`config.mk`:
```
export PLATFORM = sky130hd
export DESIGN_NAME = wb_trace_buffer_flat
export DESIGN_NICKNAME = d
export VERILOG_FILES = /design/src/rtl/wb_trace_buffer_if.sv /design/src/rtl/wb_trace_buffer.sv /design/src/flat_wrapper.sv
export SDC_FILE = /design/constraint.sdc
export NUM_CORES = 1
export LEC_CHECK = 0
export CORE_MARGIN = 4
export CORE_UTILIZATION = 45
export CTS_BUF_LIST = sky130_fd_sc_hd__clkbuf_8
export CTS_CLUSTER_SIZE = 16
export DETAILED_ROUTE_END_ITERATION = 7
export DONT_BUFFER_PORTS = 1
export GPL_TIMING_DRIVEN = 0
export PLACE_DENSITY_LB_ADDON = 0.3
export SKIP_LAST_GASP = 1
export SLEW_MARGIN = 20
export SYNTH_ARGS = -nofsm -noshare
export SYNTH_HDL_FRONTEND = slang
export SYNTH_SLANG_ARGS = --single-unit
```
`constraint.sdc`:
```
create_clock -name clk -period 19.3 [get_ports clk]
set_input_delay 0.965 -clock clk [delete_from_list [all_inputs] [get_ports clk]]
set_output_delay 0.965 -clock clk [all_outputs]
set_load 0.005 [all_outputs]
```
`src/rtl/wb_trace_buffer_if.sv`:
```
// Commit-stream and trace read-port bundle for wb_trace_buffer.
// The master side is the core plus the debug host; the slave side is the buffer.
interface wb_trace_buffer_if;
  logic [31:0] wb_pc;
  logic        wb_rf_wen;
  logic [4:0]  wb_rf_addr;
  logic [31:0] wb_rf_wdata;
  logic        rd_valid;
  logic        rd_ready;
  logic [31:0] rd_pc;
  logic [4:0]  rd_addr;
  logic [31:0] rd_wdata;

  modport master (
    output wb_pc, wb_rf_wen, wb_rf_addr, wb_rf_wdata, rd_ready,
    input  rd_valid, rd_pc, rd_addr, rd_wdata
  );

  modport slave (
    input  wb_pc, wb_rf_wen, wb_rf_addr, wb_rf_wdata, rd_ready,
    output rd_valid, rd_pc, rd_addr, rd_wdata
  );
endinterface

```
`src/rtl/wb_trace_buffer.sv`:
```
// Trigger-gated FIFO of committed register writes, drained through a FWFT valid/ready port.
// Optional WB_TRACE_ZERO_FILTER_EN: commits to x0 are ignored entirely.
module wb_trace_buffer #(
  parameter int DEPTH  = 16,
  parameter int AW     = 4,
  parameter int DROP_W = 16
) (
  input  logic              clk,
  input  logic              rst_n,
  wb_trace_buffer_if.slave  bus,
  input  logic              arm,
  input  logic [31:0]       trig_pc,
  input  logic              stop_on_full,
  output logic [AW:0]       count,
  output logic [1:0]        state,
  output logic              overflow,
  output logic [DROP_W-1:0] drop_cnt
);

  typedef enum logic [1:0] {
    IDLE    = 2'd0,
    WAIT    = 2'd1,
    CAPTURE = 2'd2,
    DONE    = 2'd3
  } state_t;

  localparam logic [AW:0] FULL_COUNT = (AW+1)'(DEPTH);

  state_t cur_state, next_state;

  logic [31:0] mem_pc    [DEPTH];
  logic [4:0]  mem_addr  [DEPTH];
  logic [31:0] mem_wdata [DEPTH];

  logic [AW-1:0] wr_ptr, rd_ptr;
  logic          is_record, trig_hit, not_empty, full;
  logic          push_req, push_ok, push_refused, pop_ok;

`ifdef WB_TRACE_ZERO_FILTER_EN
  assign is_record = bus.wb_rf_wen && (bus.wb_rf_addr != 5'd0);
`else
  assign is_record = bus.wb_rf_wen;
`endif

  assign trig_hit  = is_record && (bus.wb_pc == trig_pc);
  assign not_empty = (count != '0);
  assign full      = (count == FULL_COUNT);

  always_ff @(posedge clk or negedge rst_n) begin
    if (!rst_n) cur_state <= IDLE;
    else        cur_state <= next_state;
  end

  always_comb begin
    next_state = cur_state;
    if (arm) begin
      next_state = WAIT;
    end else begin
      unique case (cur_state)
        IDLE:    next_state = IDLE;
        WAIT:    if (trig_hit) next_state = CAPTURE;
        CAPTURE: if (push_refused && stop_on_full) next_state = DONE;
        DONE:    next_state = DONE;
        default: next_state = IDLE;
      endcase
    end
  end

  // arm overrides everything in the cycle, so a same-cycle record or pop never lands.
  always_comb begin
    state        = cur_state;
    push_req     = 1'b0;
    push_ok      = 1'b0;
    push_refused = 1'b0;
    pop_ok       = 1'b0;
    if (!arm) begin
      pop_ok = not_empty && bus.rd_ready;
      unique case (cur_state)
        WAIT:    push_req = trig_hit;
        CAPTURE: push_req = is_record;
        default: push_req = 1'b0;
      endcase
      push_ok      = push_req && (!full || pop_ok);
      push_refused = push_req && full && !pop_ok;
    end
  end

  always_ff @(posedge clk or negedge rst_n) begin
    if (!rst_n) begin
      wr_ptr   <= '0;
      rd_ptr   <= '0;
      count    <= '0;
      overflow <= 1'b0;
      drop_cnt <= '0;
    end else if (arm) begin
      wr_ptr   <= '0;
      rd_ptr   <= '0;
      count    <= '0;
      overflow <= 1'b0;
      drop_cnt <= '0;
    end else begin
      if (push_ok) wr_ptr <= wr_ptr + 1'b1;
      if (pop_ok)  rd_ptr <= rd_ptr + 1'b1;
      case ({push_ok, pop_ok})
        2'b10:   count <= count + 1'b1;
        2'b01:   count <= count - 1'b1;
        default: count <= count;
      endcase
      if (push_refused) begin
        overflow <= 1'b1;
        if (drop_cnt != '1) drop_cnt <= drop_cnt + 1'b1;
      end
    end
  end

  always_ff @(posedge clk) begin
    if (push_ok) begin
      mem_pc[wr_ptr]    <= bus.wb_pc;
      mem_addr[wr_ptr]  <= bus.wb_rf_addr;
      mem_wdata[wr_ptr] <= bus.wb_rf_wdata;
    end
  end

  // Storage is not reset, so the head is masked to zero whenever the buffer is empty.
  assign bus.rd_valid = not_empty;
  assign bus.rd_pc    = not_empty ? mem_pc[rd_ptr]    : 32'd0;
  assign bus.rd_addr  = not_empty ? mem_addr[rd_ptr]  : 5'd0;
  assign bus.rd_wdata = not_empty ? mem_wdata[rd_ptr] : 32'd0;

endmodule
```
`src/flat_wrapper.sv`:
```
// flat-port wrapper written by rule: the top's interface ports become plain ports
module wb_trace_buffer_flat 
#(
  parameter int DEPTH  = 16,
  parameter int AW     = 4,
  parameter int DROP_W = 16
)
  (clk, rst_n, arm, trig_pc, stop_on_full, count, state, overflow, drop_cnt, bus_wb_pc, bus_wb_rf_wen, bus_wb_rf_addr, bus_wb_rf_wdata, bus_rd_ready, bus_rd_valid, bus_rd_pc, bus_rd_addr, bus_rd_wdata);
  wb_trace_buffer_if bus_i ();
  input  logic clk;
  input  logic rst_n;
  input  logic arm;
  input  logic [31:0] trig_pc;
  input  logic stop_on_full;
  output logic [AW:0] count;
  output logic [1:0] state;
  output logic overflow;
  output logic [DROP_W-1:0] drop_cnt;
  input wire logic [$bits(bus_i.wb_pc)-1:0] bus_wb_pc;
  input wire logic [$bits(bus_i.wb_rf_wen)-1:0] bus_wb_rf_wen;
  input wire logic [$bits(bus_i.wb_rf_addr)-1:0] bus_wb_rf_addr;
  input wire logic [$bits(bus_i.wb_rf_wdata)-1:0] bus_wb_rf_wdata;
  input wire logic [$bits(bus_i.rd_ready)-1:0] bus_rd_ready;
  output wire logic [$bits(bus_i.rd_valid)-1:0] bus_rd_valid;
  output wire logic [$bits(bus_i.rd_pc)-1:0] bus_rd_pc;
  output wire logic [$bits(bus_i.rd_addr)-1:0] bus_rd_addr;
  output wire logic [$bits(bus_i.rd_wdata)-1:0] bus_rd_wdata;
  assign bus_i.wb_pc = bus_wb_pc;
  assign bus_i.wb_rf_wen = bus_wb_rf_wen;
  assign bus_i.wb_rf_addr = bus_wb_rf_addr;
  assign bus_i.wb_rf_wdata = bus_wb_rf_wdata;
  assign bus_i.rd_ready = bus_rd_ready;
  assign bus_rd_valid = bus_i.rd_valid;
  assign bus_rd_pc = bus_i.rd_pc;
  assign bus_rd_addr = bus_i.rd_addr;
  assign bus_rd_wdata = bus_i.rd_wdata;
  wb_trace_buffer #(.DEPTH(DEPTH), .AW(AW), .DROP_W(DROP_W)) u_core (.clk(clk), .rst_n(rst_n), .bus(bus_i), .arm(arm), .trig_pc(trig_pc), .stop_on_full(stop_on_full), .count(count), .state(state), .overflow(overflow), .drop_cnt(drop_cnt));
endmodule
```
==> Word-level counts from Yosys, hierarchy flattened <==
Memories as Yosys holds them, arrays and structs flattened.
Index checks and enable logic that the tools add are counted.
{ "totals": {"out_inout_bits": 94, "memories": 3, "reg_bits": 32, "ram_bits": 1104} }
{ "mem_list": {"columns": ["memory", "depth", "width", "rd", "rd_clocked_by_memory_dff", "wr", "line_no", "text"], "rows": [
  ["u_core.mem_pc", 16, 32, 1, 0, 1, "wb_trace_buffer.sv:31", "logic [31:0] mem_pc [DEPTH];"],
  ["u_core.mem_wdata", 16, 32, 1, 0, 1, "wb_trace_buffer.sv:33", "logic [31:0] mem_wdata [DEPTH];"],
  ["u_core.mem_addr", 16, 5, 1, 0, 1, "wb_trace_buffer.sv:32", "logic [4:0] mem_addr [DEPTH];"]
]} }
{ "op_classes": {"muxes": 25, "reduce_logical": 18, "addsub": 5, "n_eq_ne": 10} }
{ "ops": {"columns": ["op", "n"], "rows": [
  ["$mux W32", 2],
  ["$mux W16", 3],
  ["$eq A32 B32 Y1", 1],
  ["$add A16 B1 Y16 const B", 1],
  ["$mux W4", 4],
  ["$ne A16 B16 Y1 const B", 1],
  ["$mux W5", 2],
  ["$pmux W5 S2", 1],
  ["$add A4 B1 Y4 const B", 2],
  ["$mux W1", 8],
  ["$pmux W2 S4", 1],
  ["$reduce_bool A2 Y1", 4],
  ["$eq A2 B2 Y1 const B", 3],
  ["$logic_and A1 B1 Y1", 6],
  ["$mux W2", 3],
  ["$ne A3 B2 Y1 const B", 2],
  ["$add A5 B1 Y5 const B", 1],
  ["$eq A5 B5 Y1 const B", 1],
  ["$reduce_bool A5 Y1", 1],
  ["$sub A5 B1 Y5 const B", 1],
  ["$eq A2 B1 Y1 const B", 2],
  ["$reduce_and A2 Y1", 2],
  ["$reduce_bool A3 Y1", 1],
  ["$logic_not A1 Y1", 2],
  ["other kinds (3)", 3]
]} }

==> Logic depth before layout (Yosys ltp) <==
Gate-level depths: netlist (run 1).
{ "logic_depth": {"word_depth": 11, "depth_mapped": 15, "ltp_nobuf": 15} }

==> Worst setup path before layout (run 1) <==
No wires, ideal clock.
{ "synth_timing": {"kind": "input port to flip-flop", "start": "in trig_pc[31]", "end": "mem u_core.mem_addr[10][0] (enable)", "setup_slack_ns": 9.346, "path_stages": 8, "path_buffers": 0, "arrival_time_ns": 9.287, "setup_ns": 0.668, "cell_sequence": "xnor2_1 nand2_1 or4_4 nor4_4 a31oi_1 nor2_1 and2_0 nor4bb_1"} }
{ "synth_between": {"elab_chain_len": 8} }
{ "synth_rtl": {"columns": ["item", "line_no", "text"], "rows": [
  ["start: declaration", "flat_wrapper.sv:13", "input logic [31:0] trig_pc;"],
  ["$eq A32 B32 Y1", "wb_trace_buffer.sv:45", "assign trig_hit = is_record && (bus.wb_pc == trig_pc);"],
  ["$logic_and A1 B1 Y1", "wb_trace_buffer.sv:45", null],
  ["$pmux W1 S2", "wb_trace_buffer.sv:78", "unique case (cur_state)"],
  ["$mux W1", "wb_trace_buffer.sv:76", "if (!arm) begin"],
  ["$logic_and A1 B1 Y1", "wb_trace_buffer.sv:83", "push_ok = push_req && (!full || pop_ok);"],
  ["$mux W1", "wb_trace_buffer.sv:76", null],
  ["$mux W1", "wb_trace_buffer.sv:117", "if (push_ok) begin"],
  ["$mux W1 (implied by the code)", "wb_trace_buffer.sv:119", "mem_addr[wr_ptr] <= bus.wb_rf_addr;"],
  ["end: declaration", "wb_trace_buffer.sv:32", null]
]} }
No other way between the ends. The select of a mux whose other input is x is not followed.

==> Worst setup path after layout (run 1) <==
{ "layout_timing": {"start": "reg u_core.rd_ptr[0]", "end": "out bus_rd_wdata[27]"} }
{ "layout_between": {"elab_chain_len": 2} }
{ "layout_rtl": {"columns": ["item", "line_no", "text"], "rows": [
  ["start: declaration", "wb_trace_buffer.sv:35", "logic [AW-1:0] wr_ptr, rd_ptr;"],
  ["start signal: assignment", "wb_trace_buffer.sv:103", "if (pop_ok) rd_ptr <= rd_ptr + 1'b1;"],
  ["$mem_v2 Z16 W32", null, null],
  ["$mux W32", "wb_trace_buffer.sv:128", "assign bus.rd_wdata = not_empty ? mem_wdata[rd_ptr] : 32'd0;"],
  ["end: declaration", "flat_wrapper.sv:27", "output wire logic [$bits(bus_i.rd_wdata)-1:0] bus_rd_wdata;"]
]} }
No other way between the ends.

==> results of run 1 <==
[power groups by stage]
| stage | registers [mW] | logic [mW] | clock network (mW) |
|---|---|---|---|
| CTS | 2.73 | 1.06 | 1.93 |
| detailed placement | 2.78 | 1.05 | 0 |
| floorplan | 2.77 | 0.720 | 0 |
| global placement | 2.78 | 1.02 | 0 |
| global route | 2.72 | 1.11 | 2.05 |
| finish | 2.73 | 1.02 | 1.88 |
[final timing paths]
check                                                    end  cells after the start
max                                         bus_rd_wdata[27]                      6
min                           u_core.mem_pc[6][19]$_DFFE_PP_                      0
max reg2reg                u_core.mem_wdata[2][25]$_DFFE_PP_                     10
min reg2reg                      u_core.overflow$_DFFE_PN0P_                      2
max in group asynchronous        u_core.count[0]$_DFFE_PN0P_                      2
min in group asynchronous    u_core.drop_cnt[10]$_DFFE_PN0P_                      2
[metal layers]
layer	vias up	global-route usage, %	share of wire, %
met2	948	36.1	51
met4	8	6.47	2.6
met1	11111	26.8	37
li1	8483	-	-
met3	181	5.86	8.5
met5	-	0	0.051
[layout by cell type (no fill, tap or decap), types with 14 or more instances in the layout]
cell      synthesis  final
or3_1            14     14
dfrtp_1          32     32
clkinv_1          0     55
nor2_1           24     24
inv_1            14     74
buf_16            0     17
edfxtp_1       1104   1104
clkbuf_8          0    183
xnor2_1          18     18
and2_1           70     70
mux4_2          345    345
clkbuf_1         65     56
xor2_1           22     22
a21oi_1          16     16
clkbuf_2          2     25
[cells in the mapped netlist (all sizes together)]
cell,number
edfxtp,1104
mux4,345
and2,71
clkbuf,67
dfrtp,32
buf,28
nor2,24
xor2,22
xnor2,18
a21oi,16
and3,16
inv,14
or3,14
ha,13
o21ai,12
nand2,11
nor4,10
nand3,9
mux2i,6
nand4,6
mux2,4
nor2b,3
a21o,2
and4,2
and4b,2
nand3b,2
nor3,2
nor4bb,2
o211ai,2
or4,2
a211o,1
a21boi,1
a222oi,1
a31oi,1
and2b,1
and3b,1
fa,1
nand2b,1
o22ai,1
[flip-flops by register name (all words and copies together), names as in the netlist]
signal            cells
u_core.count          5
u_core.state          2
u_core.overflow       1
u_core.mem_wdata    512
u_core.drop_cnt      16
u_core.mem_pc       512
u_core.rd_ptr         4
u_core.wr_ptr         4
u_core.mem_addr      80
[critical path, delay by kind of cell, from the launching register on]
kind / cells / cell delay, ps
buffers and inverters: 3 / 2320
muxes: 2 / 1150
and+or+nand+nor: 1 / 200
DFF: 1 / 360
[cell type report]
cell class	instances	area share, %
inverter	14	0.105
timing repair buffer	54	1.91
sequential	1136	67.8
multi-input combinational	625	19.6
clock buffer	183	5.03
antenna	2	0.0100
clock inverter	146	1.58
tap	1276	3.19
buffer	95	0.782
[kinds of logic (layout without fill, tap and decap cells)]
logic type	count (synthesis)	count (layout)	share of synthesized area [%]
compound gates	37	37	0.474
fa+ha+maj	14	14	0.415
simple gates	179	179	2.42
flops	1136	1136	77.1
xor+xnor	40	40	0.795
other cells	0	2	0
buf+inv	109	492	0.940
mux	355	355	17.9
[metrics by stage]
stage | std cells | setup TNS, ps
floorplan | 1870 | 0
global placement | 3146 | -281020
detailed placement | 3197 | 0
CTS | 3528 | 0
global route | 3530 | 0
finish | 3531 | 0
[timing repair]
action	CTS	global route
buffers inserted	0	0
endpoints found under the hold margin	32	0
hold buffers	2	0
==> results.md, run 1 <==
* Worst setup EP type: output port
* Seq/Total Area, Yosys at approximately 77%
* Synth warn at 0
* Full die area at 103,000 um^2
* Resized Gates After CTS at 0
* Pleak at 15.5 nW
* Congestion Overflow GR at 0
* # IOs at approximately 200
* CTS tree: built
* Crit path kind: reg2out
* Max cap viols at 0
* Final HPWL DP at 65,000 um
* Hold Path Class: in2reg
* Worst-case clock buffer depth at 3
* Area Overhead vs Synth at 13.6%
* PortBufs at 0
* Largest stage delay, worst path at ~860 ps
* Yosys cell types at 45
* Die Y at approximately 320 um
* Post-DR vias/cell at approximately 5.9
* Final min period at roughly 5800 ps
* Pwr per Cell Area at 113 nW/um^2
* Worst slew pin tran at roughly 1100 ps
* Vias in the first global route at between 20,000 and 25,000
* H-tree depth at 4
* Nets at around 2,200
* Post-Synthesis Cells at 1,870
* Startpoint types: register
* Achievable frequency at ~0.17 GHz
* Switching Fraction at a little over a quarter
* Clk_lat worst skew at roughly 840 ps
* Final worst slack at roughly 13,000 ps
* Overall routing resource usage at 21.2%
* Clock sink count at about 1,100
* First-pass GRT wire length at roughly 150,000 um
* Fin Hold WS at about 220 ps
* Cell taking the most area after synthesis: edfxtp_1
* Post-Syn Area at approximately 44,000 um^2
* Reg power frac at about 48%
* Routability cong. at around 0.75
* Largest net degree at the start of global routing at 33
* Peak supply drop at 0.0643 mV
* Max Slew Vio Count at 0
* Initial DRC count at around 1,900
* Final setup vio count at 0
* Pre-CTS WS at roughly 13,000 ps
* RSZ-0062 raised after global routing: no
* Status: complete, no violations
* Skew final at between 30 and 40 ps
* Initial core utilization at a little under half
* Wirelength per Cell at approximately 30 um
* Multi-input gate area at 9790 um^2
* Cell Chain, Critical Path: clkbuf_1 > clkbuf_1 > buf_1 > mux4_2 > mux4_2 > and2_1
* Final wirelength at 108,000 um
* Root buf cell: clkbuf_8
* DRT Pass-1 Iters at 5
* Yosys reg bits at ~1,100
* Cell Int Power at approximately 4.2 mW
* Clock Power Share at 33.4%
* CTS clk-pin slew, worst paths at about 60 ps
* Initial antenna violation count at 6
* Cell Area, Placed at roughly 47,000 um^2
* Fin area at between 50,000 and 60,000 um^2
* Num CTS Buffers at about 180
* Final Hold Fails at 0
* Critical path arrival at between 4000 and 5000 ps
* Net Count, Synth at 1,991
* DRC violations left at 0
* NetSw at approximately 1.5 mW
* Top post-synthesis cells by area: edfxtp_1, mux4_2, dfrtp_1
* FF+latch area at 34,000 um^2
* Total core area at 96,900 um^2
* Period utilization at a little under a third
* Hold Crit Start: bus_wb_pc[19]
* FF-to-FF setup slack at approximately 15,000 ps
* WP data required at approximately 18,000 ps
* Worst Setup SP: u_core.rd_ptr[0]$_DFFE_PN0P_
* Fill cells at between 7,000 and 8,000
* Fin util at between 50% and 60%
* Die X at approximately 320 um
* Comb pwr share at a little under a fifth
* Via count at between 20,000 and 25,000
* Rel. slew slack at ~28%
* Crit-path max FO at 10
* Share of layout cells above drive strength 1 at between 20% and 30%
* Tot Pwr at 5.63 mW
* Detail Route Antenna Nets at 0
* Share of the synthesized area in the top cell type at 75.3%
* Row cnt at about 110
* Slowest cell on the critical path: buf_1
* Synth Area per Inst at about 24 um^2
* FF-to-FF Start: u_core.state[0]$_DFFE_PN0P_
No activity file was read; power rests on OpenSTA's default activity.
==> run 2, diff against run 1 <==
Settings changed: ABC_AREA set to 1.
Clock period 19.3 ns to 5.3 ns, I/O delays scaled along.
==> run 2 against run 1 <==
The flow now finishes with violations (design-rule violations). Sequential cell count is the same. Combinational power increased to 5.9 times the previous value. Hold slack got worse by 180 ps. Cell area up 5.0%. Synthesized cell count up 80%. Synthesized area increased by 2.4%. Routed wire length rose by 39%. Final cell count rose by 46%. Clock skew rose by 20 ps. Sequential share of layout area down 3.2 points. Clock power grew to 3.7 times the previous value. Worst setup slack worse by 13000 ps. Critical path type unchanged. Largest power group unchanged.
==> results.md, run 2 <==
* Status: complete, but fails checks
* Failing checks: design-rule violations
* Skew final at 52.6 ps (+20.1 ps)
* Wirelength per Cell at 29.0 um (-5.0%)
* Pre-CTS WS at 936 ps (-12,350 ps)
* PortBufs at 0 (unchanged)
* DRT Pass-1 Iters at 8 (+3)
* WP data required at 5040 ps (-13,290 ps)
* R2R depth at 14 (+4)
* Root buf cell: clkbuf_8
* Total core area at 99,000 um^2 (+2.2%)
* Synth Area per Inst at 13.4 um^2 (-43%)
* Initial antenna violation count at 6 (unchanged)
* Highest-count cells in the layout ignoring fill and taps: edfxtp_1, nor2_1, o21ai_0, o221ai_1, clkbuf_1
* FF-to-FF Start: u_core.count[0]$_DFFE_PN0P_
* # IOs at 201 (unchanged)
* Routability cong. at 0.839 (+12%)
* Fin area at 52,500 um^2 (+5.0%)
* Net Count, Synth at 3,484 (+75%)
* Post-Syn Area at 45,100 um^2 (+2.4%)
* Initial DRC count at 4,552 (+140%)
* Final wirelength at 150,000 um (+39%)
* Top post-synthesis cells by area: edfxtp_1, o21ai_0, nor2_1
* Resized Gates After CTS at 0 (unchanged)
* Final HPWL DP at 99,500 um (+53%)
* Full die area at 105,000 um^2 (+2.4%)
* Final worst slack at 317 ps (-13,180 ps)
* Reg2reg end: u_core.mem_wdata[6][27]$_DFFE_PP_
* Congestion Overflow GR at 0 (unchanged)
* Seq/Total Area, Yosys at 75.3% (-1.8 points)
* Final setup vio count at 0 (unchanged)
* Num CTS Buffers at 180 (+0.56%)
* Max Slew Vio Count at 0 (unchanged)
* First-pass GRT wire length at 212,000 um (+38%)
* Clock sink count at 1,136 (unchanged)
* Yosys cell types at 34 (-24%)
* Commonest non-fill, non-tap cell in the layout: edfxtp_1
* Pleak at 17.1 nW (+11%)
* Area Overhead vs Synth at 16.5%
* Largest net degree at the start of global routing at 33 (unchanged)
* Pwr per Cell Area at 437 nW/um^2 (+290%)
* Count leader, synth: edfxtp_1
* Via count at 31,727 (+53%)
* Worst slew pin tran at 1260 ps (+181 ps)
* Largest stage delay, worst path at 830 ps (-30 ps)
* CP most frequent cell: clkbuf_1
* Slowest cell on the critical path: clkbuf_1
* Number of synthesized flops with an enable pin at 1,104 (unchanged)
* Cell Chain, Critical Path: clkbuf_1 > buf_2 > clkbuf_1 > clkbuf_1 > nor2_1 > o221ai_1 > o211ai_1 > a21oi_1
* DRC violations left at 1 (+1)
* Detail Route Antenna Nets at 0 (unchanged)
* Hold Crit Start: bus_wb_pc[12]
* Cell taking the most area after synthesis: edfxtp_1
* Fin util at 53.1% (+1.4 points)
* Hold path depth at 8 (+8)
* Worst setup EP type: output port
* Initial core utilization at 45.6% (+0.093 points)
* Period utilization at a little over nine tenths
* FF-to-FF setup slack at 1600 ps (-13,710 ps)
* Rel. slew slack at 15.8% (-12 points)
* Post-CTS Setup Repair Bufs at 0 (unchanged)
* Post-Synthesis Cells at 3,363 (+80%)
* Tot Pwr at 23.0 mW (+310%)
* Clk_lat worst skew at 890 ps (+50 ps)
* WHS Endpoint: u_core.state[1]$_DFFE_PN0P_
* H-tree depth at 4 (unchanged)
* Die X at 325 um (+1.2%)
* Fin Hold WS at 37.3 ps (-184 ps)
* Critical path arrival at 4720 ps (-120 ps)
* Top post-synthesis cells by count: edfxtp_1, nor2_1, o21ai_0
* Cell Area, Placed at 48,400 um^2 (+3.8%)
* CTS clk-pin slew, worst paths at 60 ps (about the same)
* Share of layout cells above drive strength 1 at 10.0% (-19 points)
* Fraction of registers with async set/reset at 2.82% (unchanged)
* Die Y at 325 um (+1.2%)
* Final Hold Fails at 0 (unchanged)
* Worst-case clock buffer depth at 3 (unchanged)
* Overall routing resource usage at 27.7% (+6.5 points)
* Fill cells at 8,268 (+10%)
* Post-DR vias/cell at 6.15 (+4.7%)
* Startpoint types: register
* Row cnt at 115 (+0.88%)
* Main synth FF type: edfxtp_1
* Crit path kind: reg2out
* Peak supply drop at 0.285 mV (+340%)
* RSZ-0062 raised after global routing: no
* Synth warn at 0 (unchanged)
* Yosys reg bits at 1,136 (unchanged)
* Vias in the first global route at 30,699 (+39%)
* Share of the synthesized area in the top cell type at 73.5% (-1.8 points)
* Hold Path Class: in2reg
* Nets at 3,860 (+73%)
* Achievable frequency at 0.201 GHz
* Crit-path max FO at 10 (unchanged)
* CTS tree: built
* Biggest regs: u_core.mem_pc (512), u_core.mem_wdata (512), u_core.mem_addr (80)
* Max cap viols at 0 (unchanged)
* Final min period at 4980 ps
[run 2: logic make-up after synthesis]
| family | after synthesis | synth area share (%) |
|---|---|---|
| xor gates and xnor gates | 24 | 0.466 |
| DFF | 1136 | 75.3 |
| and+or+nand+nor | 864 | 7.65 |
| AOI/OAI and AO/OA | 1007 | 13.5 |
| buffers and inverters | 318 | 2.73 |
| adders and majority gates | 14 | 0.405 |
[run 2: worst max path at each step]
| stage | from | endpoint | slack (ps) | depth (start not counted) |
|---|---|---|---|---|
| 2_1_floorplan | bus_wb_pc[21] | u_core.mem_addr[9][0]$_DFFE_PP_ | -1380 | 14 |
| 3_5_place_dp | trig_pc[7] | u_core.mem_wdata[6][22]$_DFFE_PP_ | 940 | 16 |
| 4_1_cts | u_core.rd_ptr[1]$_DFFE_PN0P_ | bus_rd_pc[23] | 460 | 8 |
| 5_1_grt | u_core.rd_ptr[0]$_DFFE_PN0P_ | bus_rd_pc[1] | 250 | 9 |
| 3_3_place_gp | trig_pc[20] | u_core.mem_wdata[9][23]$_DFFE_PP_ | -8490 | 13 |
| 6_report | u_core.rd_ptr[0]$_DFFE_PN0P_ | bus_rd_pc[23] | 320 | 8 |
[run 2: stage by stage]
step                      setup TNS (ps)  cells
after global placement          -5855680   4650
final                                  0   5163
after floorplan                  -450490   3363
after detailed placement               0   4765
after global routing                   0   5161
after CTS                              0   5157
[run 2: final cells by class]
cell class | count | area [um^2] | share of cell area (%)
flip-flops and latches | 1136 | 34000 | 64.6
multi-input cells | 1909 | 10100 | 19.1
clock buffers | 182 | 2500 | 4.77
repair buffers | 194 | 2390 | 4.55
well taps | 1287 | 1610 | 3.06
plain buffers | 243 | 958 | 1.82
clock inverters | 131 | 769 | 1.46
inverters | 75 | 282 | 0.536
diodes | 6 | 15.0 | 0.0286
[run 2: layer usage]
layer	part of all wire [%]	up-vias	GRT usage, %
met5	0.0087	-	0
met4	4.2	2	12.0
met3	13	357	8.36
met2	46	2230	43.0
met1	37	15603	36.2
li1	-	13535	-
[run 2: worst max-delay path, delay by kind of cell, from the launching register on]
family | cells | cell delay, ps
flip-flops | 1 | 350
AO/OA/AOI/OAI | 3 | 1140
buffers and inverters | 4 | 2220
AND/OR/NAND/NOR | 1 | 110
[run 2: power breakdown]
part / internal (mW) / leakage, nW / switching [mW] / total (mW)
Sequential: 9.92 / 10.4 / 0.0617 / 9.98
Clock: 3.43 / 1.91 / 3.53 / 6.96
Combinational: 1.32 / 4.83 / 4.69 / 6.01
[run 2: timing repair]
item	4_1_cts	5_1_grt
endpoints found under the hold margin	1155	0
hold buffers	79	0
endpoints found under the setup margin	0	0
